===== config.mk =====
export PLATFORM = sky130hd
export DESIGN_NAME = uart_rx
export DESIGN_NICKNAME = d
export VERILOG_FILES = /design/src/rtl/uart_pkg.sv /design/src/rtl/uart_baud_tick.sv /design/src/rtl/uart_rx.sv
export SDC_FILE = /design/constraint.sdc
export NUM_CORES = 1
export LEC_CHECK = 0
export CAP_MARGIN = 10
export CORE_MARGIN = 5
export CORE_UTILIZATION = 55
export DETAILED_ROUTE_END_ITERATION = 8
export GPL_ROUTABILITY_DRIVEN = 0
export HOLD_SLACK_MARGIN = 0.02
export MAX_ROUTING_LAYER = met4
export PLACE_DENSITY = 0.78
export REMOVE_ABC_BUFFERS = 1
export SLEW_MARGIN = 20
export SYNTH_ARGS = -nofsm -noshare
export SYNTH_HDL_FRONTEND = slang
export SYNTH_SLANG_ARGS = --single-unit

===== constraint.sdc =====
create_clock -name clk_i -period 4.9 [get_ports clk_i]
set_clock_uncertainty 0.1 [all_clocks]
set_input_delay 0.98 -clock clk_i [delete_from_list [all_inputs] [get_ports clk_i]]
set_output_delay 0.98 -clock clk_i [all_outputs]
set_load 0.05 [all_outputs]

===== src/rtl/uart_pkg.sv =====
// uart_pkg: shared UART types, baud/oversample defaults and tick divider helper
package uart_pkg;
    localparam int DEF_CLK_FREQ   = 100_000_000;
    localparam int DEF_BAUD       = 9600;
    localparam int DEF_OVERSAMPLE = 16;
    localparam int DEF_DATA_W     = 8;
    typedef enum logic [2:0] {IDLE, START, DATA, PARITY, STOP, BREAK} rx_state_t;
    function automatic int tick_div(input int clk_freq, input int baud, input int os);
        return clk_freq / (baud * os);
    endfunction
endpackage


===== src/rtl/uart_baud_tick.sv =====
// uart_baud_tick: free-running divider, one-cycle tick every DIV clocks, sync restart
module uart_baud_tick #(
    parameter int DIV = 651
) (
    input  logic clk_i,
    input  logic arst_i,
    input  logic restart,
    output logic tick
);
    localparam int W = DIV > 1 ? $clog2(DIV) : 1;
    logic [W-1:0] cnt;
    assign tick = cnt == W'(DIV - 1);
    always_ff @(posedge clk_i or posedge arst_i)
        if (arst_i) cnt <= '0;
        else cnt <= (restart || tick) ? '0 : cnt + 1'b1;
endmodule


===== src/rtl/uart_rx.sv =====
// uart_rx: oversampling 8N1 UART receiver with one-cycle valid/error pulses.
// Define UART_RX_PARITY_EN for an even parity bit (8E1) and parity_err_o.
module uart_rx
    import uart_pkg::*;
#(
    parameter int CLK_FREQ   = DEF_CLK_FREQ,
    parameter int BAUD       = DEF_BAUD,
    parameter int OVERSAMPLE = DEF_OVERSAMPLE,
    parameter int DATA_W     = DEF_DATA_W
) (
    input  logic              clk_i,
    input  logic              arst_i,
    input  logic              RxD_i,
    output logic [DATA_W-1:0] data_o,
    output logic              valid_o,
    output logic              frame_err_o,
    output logic              parity_err_o
);
    localparam int TICK_DIV = tick_div(CLK_FREQ, BAUD, OVERSAMPLE);
    localparam int SW = $clog2(OVERSAMPLE);
    localparam int BW = DATA_W > 1 ? $clog2(DATA_W) : 1;
    rx_state_t state, state_n;
    logic [1:0] sync;
    logic rx_s, tick, restart, s_half, s_last, b_last;
    logic [SW-1:0] s_cnt, s_cnt_n;
    logic [BW-1:0] b_cnt, b_cnt_n;
    logic [DATA_W-1:0] shift, shift_n, data_n;
    logic par_bad, par_bad_n, valid_n, ferr_n, perr_n;
    assign rx_s   = sync[1];
    assign s_half = s_cnt == SW'(OVERSAMPLE / 2 - 1);
    assign s_last = s_cnt == SW'(OVERSAMPLE - 1);
    assign b_last = b_cnt == BW'(DATA_W - 1);
    uart_baud_tick #(.DIV(TICK_DIV)) u_tick (
        .clk_i(clk_i), .arst_i(arst_i), .restart(restart), .tick(tick)
    );
    always_ff @(posedge clk_i or posedge arst_i)
        if (arst_i) begin
            sync         <= 2'b11;
            state        <= IDLE;
            s_cnt        <= '0;
            b_cnt        <= '0;
            shift        <= '0;
            par_bad      <= 1'b0;
            data_o       <= '0;
            valid_o      <= 1'b0;
            frame_err_o  <= 1'b0;
            parity_err_o <= 1'b0;
        end else begin
            sync         <= {sync[0], RxD_i};
            state        <= state_n;
            s_cnt        <= s_cnt_n;
            b_cnt        <= b_cnt_n;
            shift        <= shift_n;
            par_bad      <= par_bad_n;
            data_o       <= data_n;
            valid_o      <= valid_n;
            frame_err_o  <= ferr_n;
            parity_err_o <= perr_n;
        end
    always_comb begin
        state_n   = state;
        s_cnt_n   = s_cnt;
        b_cnt_n   = b_cnt;
        shift_n   = shift;
        par_bad_n = par_bad;
        data_n    = data_o;
        valid_n   = 1'b0;
        ferr_n    = 1'b0;
        perr_n    = 1'b0;
        restart   = 1'b0;
        if (tick && state != IDLE && state != BREAK)
            s_cnt_n = (s_last || (state == START && s_half)) ? '0 : s_cnt + 1'b1;
        case (state)
            IDLE: begin
                restart = !rx_s;
                state_n = rx_s ? IDLE : START;
                s_cnt_n = '0;
            end
            START: if (tick && s_half) begin
                state_n = rx_s ? IDLE : DATA;
                b_cnt_n = '0;
            end
            DATA: if (tick && s_last) begin
                shift_n   = {rx_s, shift[DATA_W-1:1]};
                b_cnt_n   = b_cnt + 1'b1;
                par_bad_n = 1'b0;
`ifdef UART_RX_PARITY_EN
                state_n   = b_last ? PARITY : DATA;
`else
                state_n   = b_last ? STOP : DATA;
`endif
            end
`ifdef UART_RX_PARITY_EN
            PARITY: if (tick && s_last) begin
                par_bad_n = rx_s ^ (^shift);
                state_n   = STOP;
            end
`endif
            STOP: if (tick && s_last) begin
                state_n = rx_s ? IDLE : BREAK;
                valid_n = rx_s && !par_bad;
                perr_n  = rx_s && par_bad;
                ferr_n  = !rx_s;
                data_n  = (rx_s && !par_bad) ? shift : data_o;
            end
            BREAK: state_n = rx_s ? IDLE : BREAK;
            default: state_n = IDLE;
        endcase
    end
endmodule


==> flow_summary.yaml, run 1 <==
run_status:
  outcome: "finished clean"
global_routing:
  grt_antenna_before_repair: 0
  grt_pass1_vias: 1374
  overflow: 0
  grt_max_degree: 41
  track_usage_pct: 16.2
  grt_pass1_wl_um: 6140
setup_path:
  cp-end-kind: "primary output"
  critPathKind: "reg2out"
  crit_path_max_incr_delay_ps: 830
  critPathTopFamily: "buffers and inverters"
  crit_buf_inv: 1
  rr_endpoint: "shift[5]"
  r2r-start: "u_tick.cnt[0]"
  cp_cell_sequence: "clkdlybuf4s50_1"
  cp.arrival_ps: 1550
  slowest_stage: "clkdlybuf4s50_1"
  critical_path_required_ps: 3820
  reg2reg_depth: 6
  cp-start-kind: "flip-flop"
  r2r_slack_ps: 2520
  worst-path-max-fanout: 2
timing:
  fin_setup_tns_ps: 0
  setup_viol: 0
  hold_viol_final: 0
  slew_violations: 0
  tightest_slew_ps: 531
  maxSlewHeadroom_pct: 64.5
  rsz0062_at_grt: "false"
  fmax_ghz: 0.380
  finalCritPeriodShare_pct: 53.7
  min_period_ps: 2630
clock_network:
  cts_setup_buffers: 0
  cts_tree: "done"
  ctsHoldBuffers: 0
  cts_buffers: 5
  path_clk_slew_ps: 110
  clk_latency_ps: 360
  cts.sinks: 40
  htreeDepth: 2
  cts-root-buf: "clkbuf_4"
  clockBufferDepth: 2
  postCtsResizedCells: 0
finish:
  fin_util_pct: 64.2
  drive_gt1_share_pct: 18.8
  num-fill-cells: 265
  syn_to_final_growth_pct: 11.8
  antenna_cells: 0
  nNetsFinal: 188
  multi_input_area_um2: 881
  seq_area_um2: 1000
logic_synthesis:
  synthArstFlopShare_pct: 100
  yosys-top-cells-count: "dfrtp_1, nor2_1, mux2_2, mux2_4"
  ys_ff_latch: 40
  yosys.area.top_type: "dfrtp_1"
  synth-xor-area-share_pct: 3.60
  yosys.area_share.adder_pct: 3.21
  synth_edf_count: 0
  yosysUniqueCellTypes: 48
  synth_top_area_share_pct: 48.8
  synth_most_common_cell: "dfrtp_1"
  synth-compound-area-share_pct: 7.84
  ys_seq_area_share_pct: 51.5
  yosys_warnings: 0
  synth_ff_type: "dfrtp_1"
  synth_simple_gate_area_share_pct: 19.1
  syn_area_um2: 1950
  muxShareOfSynthArea_pct: 11.3
  netlist_instances: 167
  synth_top_family_by_area: "simple AND/OR/NAND/NOR gates"
  syn_avg_cell_area_um2: 11.7
  synth_area_leaders: "dfrtp_1, mux2_4, mux2_2"
pwr:
  p_leak_uw: 0.00104
  swShare_pct: 21.9
  p_comb_share_pct: 1.9
  switchingPower_uw: 124
  clockPowerShare_pct: 39.4
  p_int_uw: 443
  power_density_nw_per_um2: 260
  irDropWorstVdd_v: 0.000201
  seqPwrFrac_pct: 58.7
route:
  drtIter0Drc: 39
  dr.pass1.iters: 6
  num_vias: 1320
  ant_nets: 0
  via_per_inst: 5.81
  wl_per_cell_um: 15.5
  wl_um: 3520
  drcViolationCount: 0
placed_design:
  dp_hpwl_um: 2490
  io_buffers: 12
worst_hold_path:
  hold_depth: 0
  hold_path.class: "reg2reg"
  min_to: "sync[1]"
  min-delay-start: "sync[0]"
die:
  core-area_um2: 3390
  die_x_um: 69.5
  rows: 21
  die_h_um: 69.5
  initial_core_util_pct: 57.4
  die_area_um2: 4830
  pin_count: 14
flow_run:
  maxCapViolCount: 0
-- state kept, by name (all words and copies together), names as in the netlist --
signal / flops
b_cnt: 3
data_o: 8
frame_err_o: 1
s_cnt: 4
shift: 8
state: 3
sync: 2
u_tick.cnt: 10
valid_o: 1
-- per-layer routing --
metal,share of wire [%],track usage (%),vias up
li1,-,-,621
met4,0.97,6.29,0
met5,0,-,-
met1,44,18.8,670
met2,51,26.6,23
met3,3.6,4.78,6
-- logic make-up (layout without fill, tap and decap cells) --
family | count (synthesis) | after routing
AO/OA/AOI/OAI | 23 | 23
XOR/XNOR | 8 | 8
adder cells (fa/ha/maj) | 5 | 5
buffers and inverters | 13 | 27
flip-flops | 40 | 40
multiplexers | 17 | 17
other | 1 | 1
AND/OR/NAND/NOR | 60 | 60
-- power by group through the flow --
stage | logic [uW] | registers, uW | clock network, uW
5_1_grt | 12.6 | 333 | 248
6_report | 10.8 | 333 | 224
3_5_place_dp | 11.1 | 339 | 0
3_3_place_gp | 10.9 | 339 | 0
4_1_cts | 11.2 | 333 | 229
2_1_floorplan | 7.15 | 338 | 0
-- worst max path at each step --
stage                       start   endpoint  slack (ps)  cells past startpoint
floorplan           u_tick.cnt[0]   shift[0]        2740                      6
global placement    u_tick.cnt[0]   shift[6]        2620                      6
detailed placement  u_tick.cnt[0]   shift[7]        2520                      6
CTS                     data_o[5]  data_o[5]        2240                      1
global route            data_o[5]  data_o[5]        2210                      1
finish                  data_o[5]  data_o[5]        2270                      1
-- cell type report --
type	count	share of cell area [%]
sequential	40	46.1
multi-input combinational	114	40.5
timing repair buffer	13	5.86
tap	46	2.64
clock inverter	3	2.18
clock buffer	5	1.72
inverter	6	1.03
-- cells in the final DEF, fill, tap and decap left out, types with 5 or more instances in the layout --
cell type,count
mux2_4,8
a21oi_1,6
ha_1,5
dfrtp_1,38
clkbuf_4,5
inv_1,6
mux2_2,8
nand2_1,6
nor2_1,11
nand3_1,7
o21ai_0,7
clkdlybuf4s50_1,12
-- stage by stage --
| stage | hold WS, ps | instances | worst slack [ps] | cell area, um^2 | power [uW] |
|---|---|---|---|---|---|
| after CTS | 268 | 227 | 2240 | 2180 | 573 |
| after global routing | 276 | 227 | 2210 | 2180 | 593 |
| after floorplan | 245 | 160 | 2740 | 1910 | 346 |
| after detailed placement | 251 | 219 | 2520 | 2090 | 350 |
| after global placement | 247 | 219 | 2620 | 2090 | 350 |
| final | 266 | 227 | 2270 | 2180 | 567 |
(Power assumes the default switching activity.)
==> run 2, diff against run 1 <==
==> constraint.sdc (replaced) <==
create_clock -name clk_i -period 2.6 [get_ports clk_i]
set_clock_uncertainty 0.1 [all_clocks]
set_input_delay 0.52 -clock clk_i [delete_from_list [all_inputs] [get_ports clk_i]]
set_output_delay 0.52 -clock clk_i [all_outputs]
set_load 0.05 [all_outputs]
==> run 2 against run 1 <==
Critical path depth rose by 5. Non-clock buffer count did not move. Highest routed layer unchanged. Global-route usage fell by 0.43 points. Combinational power rose by 88%. Wire length fell by 3.1%. Cell count did not move.
==> flow_summary.yaml, run 2 (synthesized netlist as in run 1, its figures left out) <==
worst_hold_path:
  min-delay-start: "sync[0]"
  min_to: "sync[1]"
  hold_path.class: "reg2reg"
  hold_depth: 0
route:
  via_per_inst: 5.65
  num_vias: 1282
  wl_per_cell_um: 15.0
  dr.pass1.iters: 4
  drtIter0Drc: 56
  wl_um: 3410
  ant_nets: 0
  drcViolationCount: 0
setup_path:
  cp_cell_sequence: "inv_1, ha_1, nor4b_4, nand4_2, or3_1, mux2_4"
  critical_path_required_ps: 2760
  cp-end-kind: "flip-flop"
  critPathKind: "reg2reg"
  cp.arrival_ps: 2520
  critPathTopFamily: "simple AND/OR/NAND/NOR gates"
  r2r_slack_ps: 240
  crit_path_max_incr_delay_ps: 620
  rr_endpoint: "shift[0]"
  worst-path-max-fanout: 9
  r2r-start: "u_tick.cnt[0]"
  crit_buf_inv: 1
  slowest_stage: "or3_1"
  cp-start-kind: "flip-flop"
  reg2reg_depth: 6
finish:
  nNetsFinal: 188
  layout_common_cells: "dfrtp_1, clkdlybuf4s50_1, nor2_1"
  reg_top3: "u_tick.cnt (10), data_o (8), shift (8)"
  drive_gt1_share_pct: 18.8
  top_register: "u_tick.cnt"
  fin_util_pct: 63.7
  antenna_cells: 0
  mostFrequentLayoutCell: "dfrtp_1"
  num-fill-cells: 267
  multi_input_area_um2: 881
  largest_register_ffs: 10
  syn_to_final_growth_pct: 10.9
  seq_area_um2: 1000
timing:
  maxSlewHeadroom_pct: 60.2
  slew_violations: 0
  finalCritPeriodShare_pct: 90.8
  fin_setup_tns_ps: 0
  hold_viol_final: 0
  tightest_slew_ps: 592
  fin_ws_ps: 238
  setup_viol: 0
  worst_hold_slack_ps: 266
  rsz0062_at_grt: "false"
  min_period_ps: 2360
  fmax_ghz: 0.423
clock_network:
  ctsHoldBuffers: 0
  cts_setup_buffers: 0
  clockBufferDepth: 2
  postCtsResizedCells: 0
  cts.sinks: 40
  htreeDepth: 2
  path_clk_slew_ps: 130
  cts-root-buf: "clkbuf_4"
  cts_buffers: 5
  cts_tree: "done"
  clk_latency_ps: 360
die:
  core-area_um2: 3390
  initial_core_util_pct: 57.4
  rows: 21
  die_area_um2: 4830
  die_x_um: 69.5
  pin_count: 14
  die_h_um: 69.5
pwr:
  p_leak_uw: 0.00102
  p_int_uw: 761
  p_comb_share_pct: 2.1
  seqPwrFrac_pct: 63.5
  total_power_uw: 987
  switchingPower_uw: 227
  clockPowerShare_pct: 34.5
  irDropWorstVdd_v: 0.000489
  power_density_nw_per_um2: 457
  swShare_pct: 23.0
global_routing:
  busiest_layer: "met2"
  grt_use_met2_pct: 25.2
  use_met3_pct: 4.78
  grt_pass1_wl_um: 5930
  grt_max_degree: 41
  grt_pass1_vias: 1267
  grtUsageMet1_pct: 19.2
  grt_antenna_before_repair: 0
  track_usage_pct: 15.8
  overflow: 0
flow_run:
  maxCapViolCount: 0
run_status:
  outcome: "finished clean"
placed_design:
  io_buffers: 12
  dp_hpwl_um: 2510
  dp_slack_ps: 246
## run 2: cell types whose count changed in the layout (fill, tap and decap cells not counted), sizes merged
cell      before  now
bufinv         1    0
clkbuf         5    6
clkinv         2    0
clkinvlp       0    2
## run 2: routing by layer
metal	share of wire [%]	vias to the layer above
met4	1.6	0
li1	-	614
met3	3.4	5
met5	0	-
met1	44	646
met2	51	17
## run 2: how the worst max path moves through the flow
| stage | from | endpoint | slack, ps | cells past startpoint |
|---|---|---|---|---|
| floorplan | u_tick.cnt[0] | shift[0] | 440 | 6 |
| global placement | u_tick.cnt[0] | shift[5] | 320 | 6 |
| detailed placement | u_tick.cnt[0] | shift[0] | 250 | 6 |
| CTS | u_tick.cnt[0] | shift[0] | 230 | 6 |
| global route | u_tick.cnt[0] | shift[3] | 60 | 6 |
| finish | u_tick.cnt[0] | shift[0] | 240 | 6 |
## run 2: power by group through the flow
stage	Clock (uW)	Combinational, uW	Sequential, uW
3_3_place_gp	0	20.5	638
3_5_place_dp	0	21.3	638
6_report	340	20.3	627
5_1_grt	374	23.5	627
4_1_cts	349	21.4	627
2_1_floorplan	0	13.5	638
## run 2: layout make-up
| type | instances | share of cell area, % |
|---|---|---|
| sequential | 40 | 46.5 |
| multi-input combinational | 114 | 40.8 |
| timing repair buffer | 13 | 5.91 |
| tap | 46 | 2.67 |
| clock buffer | 6 | 2.38 |
| inverter | 6 | 1.04 |
| clock inverter | 2 | 0.696 |
## run 2: worst reg2reg max path: stages, from the launching register on
cell and delay (ps):
dfrtp_1 430, inv_1 70, ha_1 140, nor4b_4 330
nand4_2 200, or3_1 620, mux2_4 380
## run 2: stage by stage
stage | instance area, um^2 | std cells
detailed placement | 2090 | 219
global placement | 2090 | 219
CTS | 2160 | 227
finish | 2160 | 227
global route | 2160 | 227
floorplan | 1910 | 160
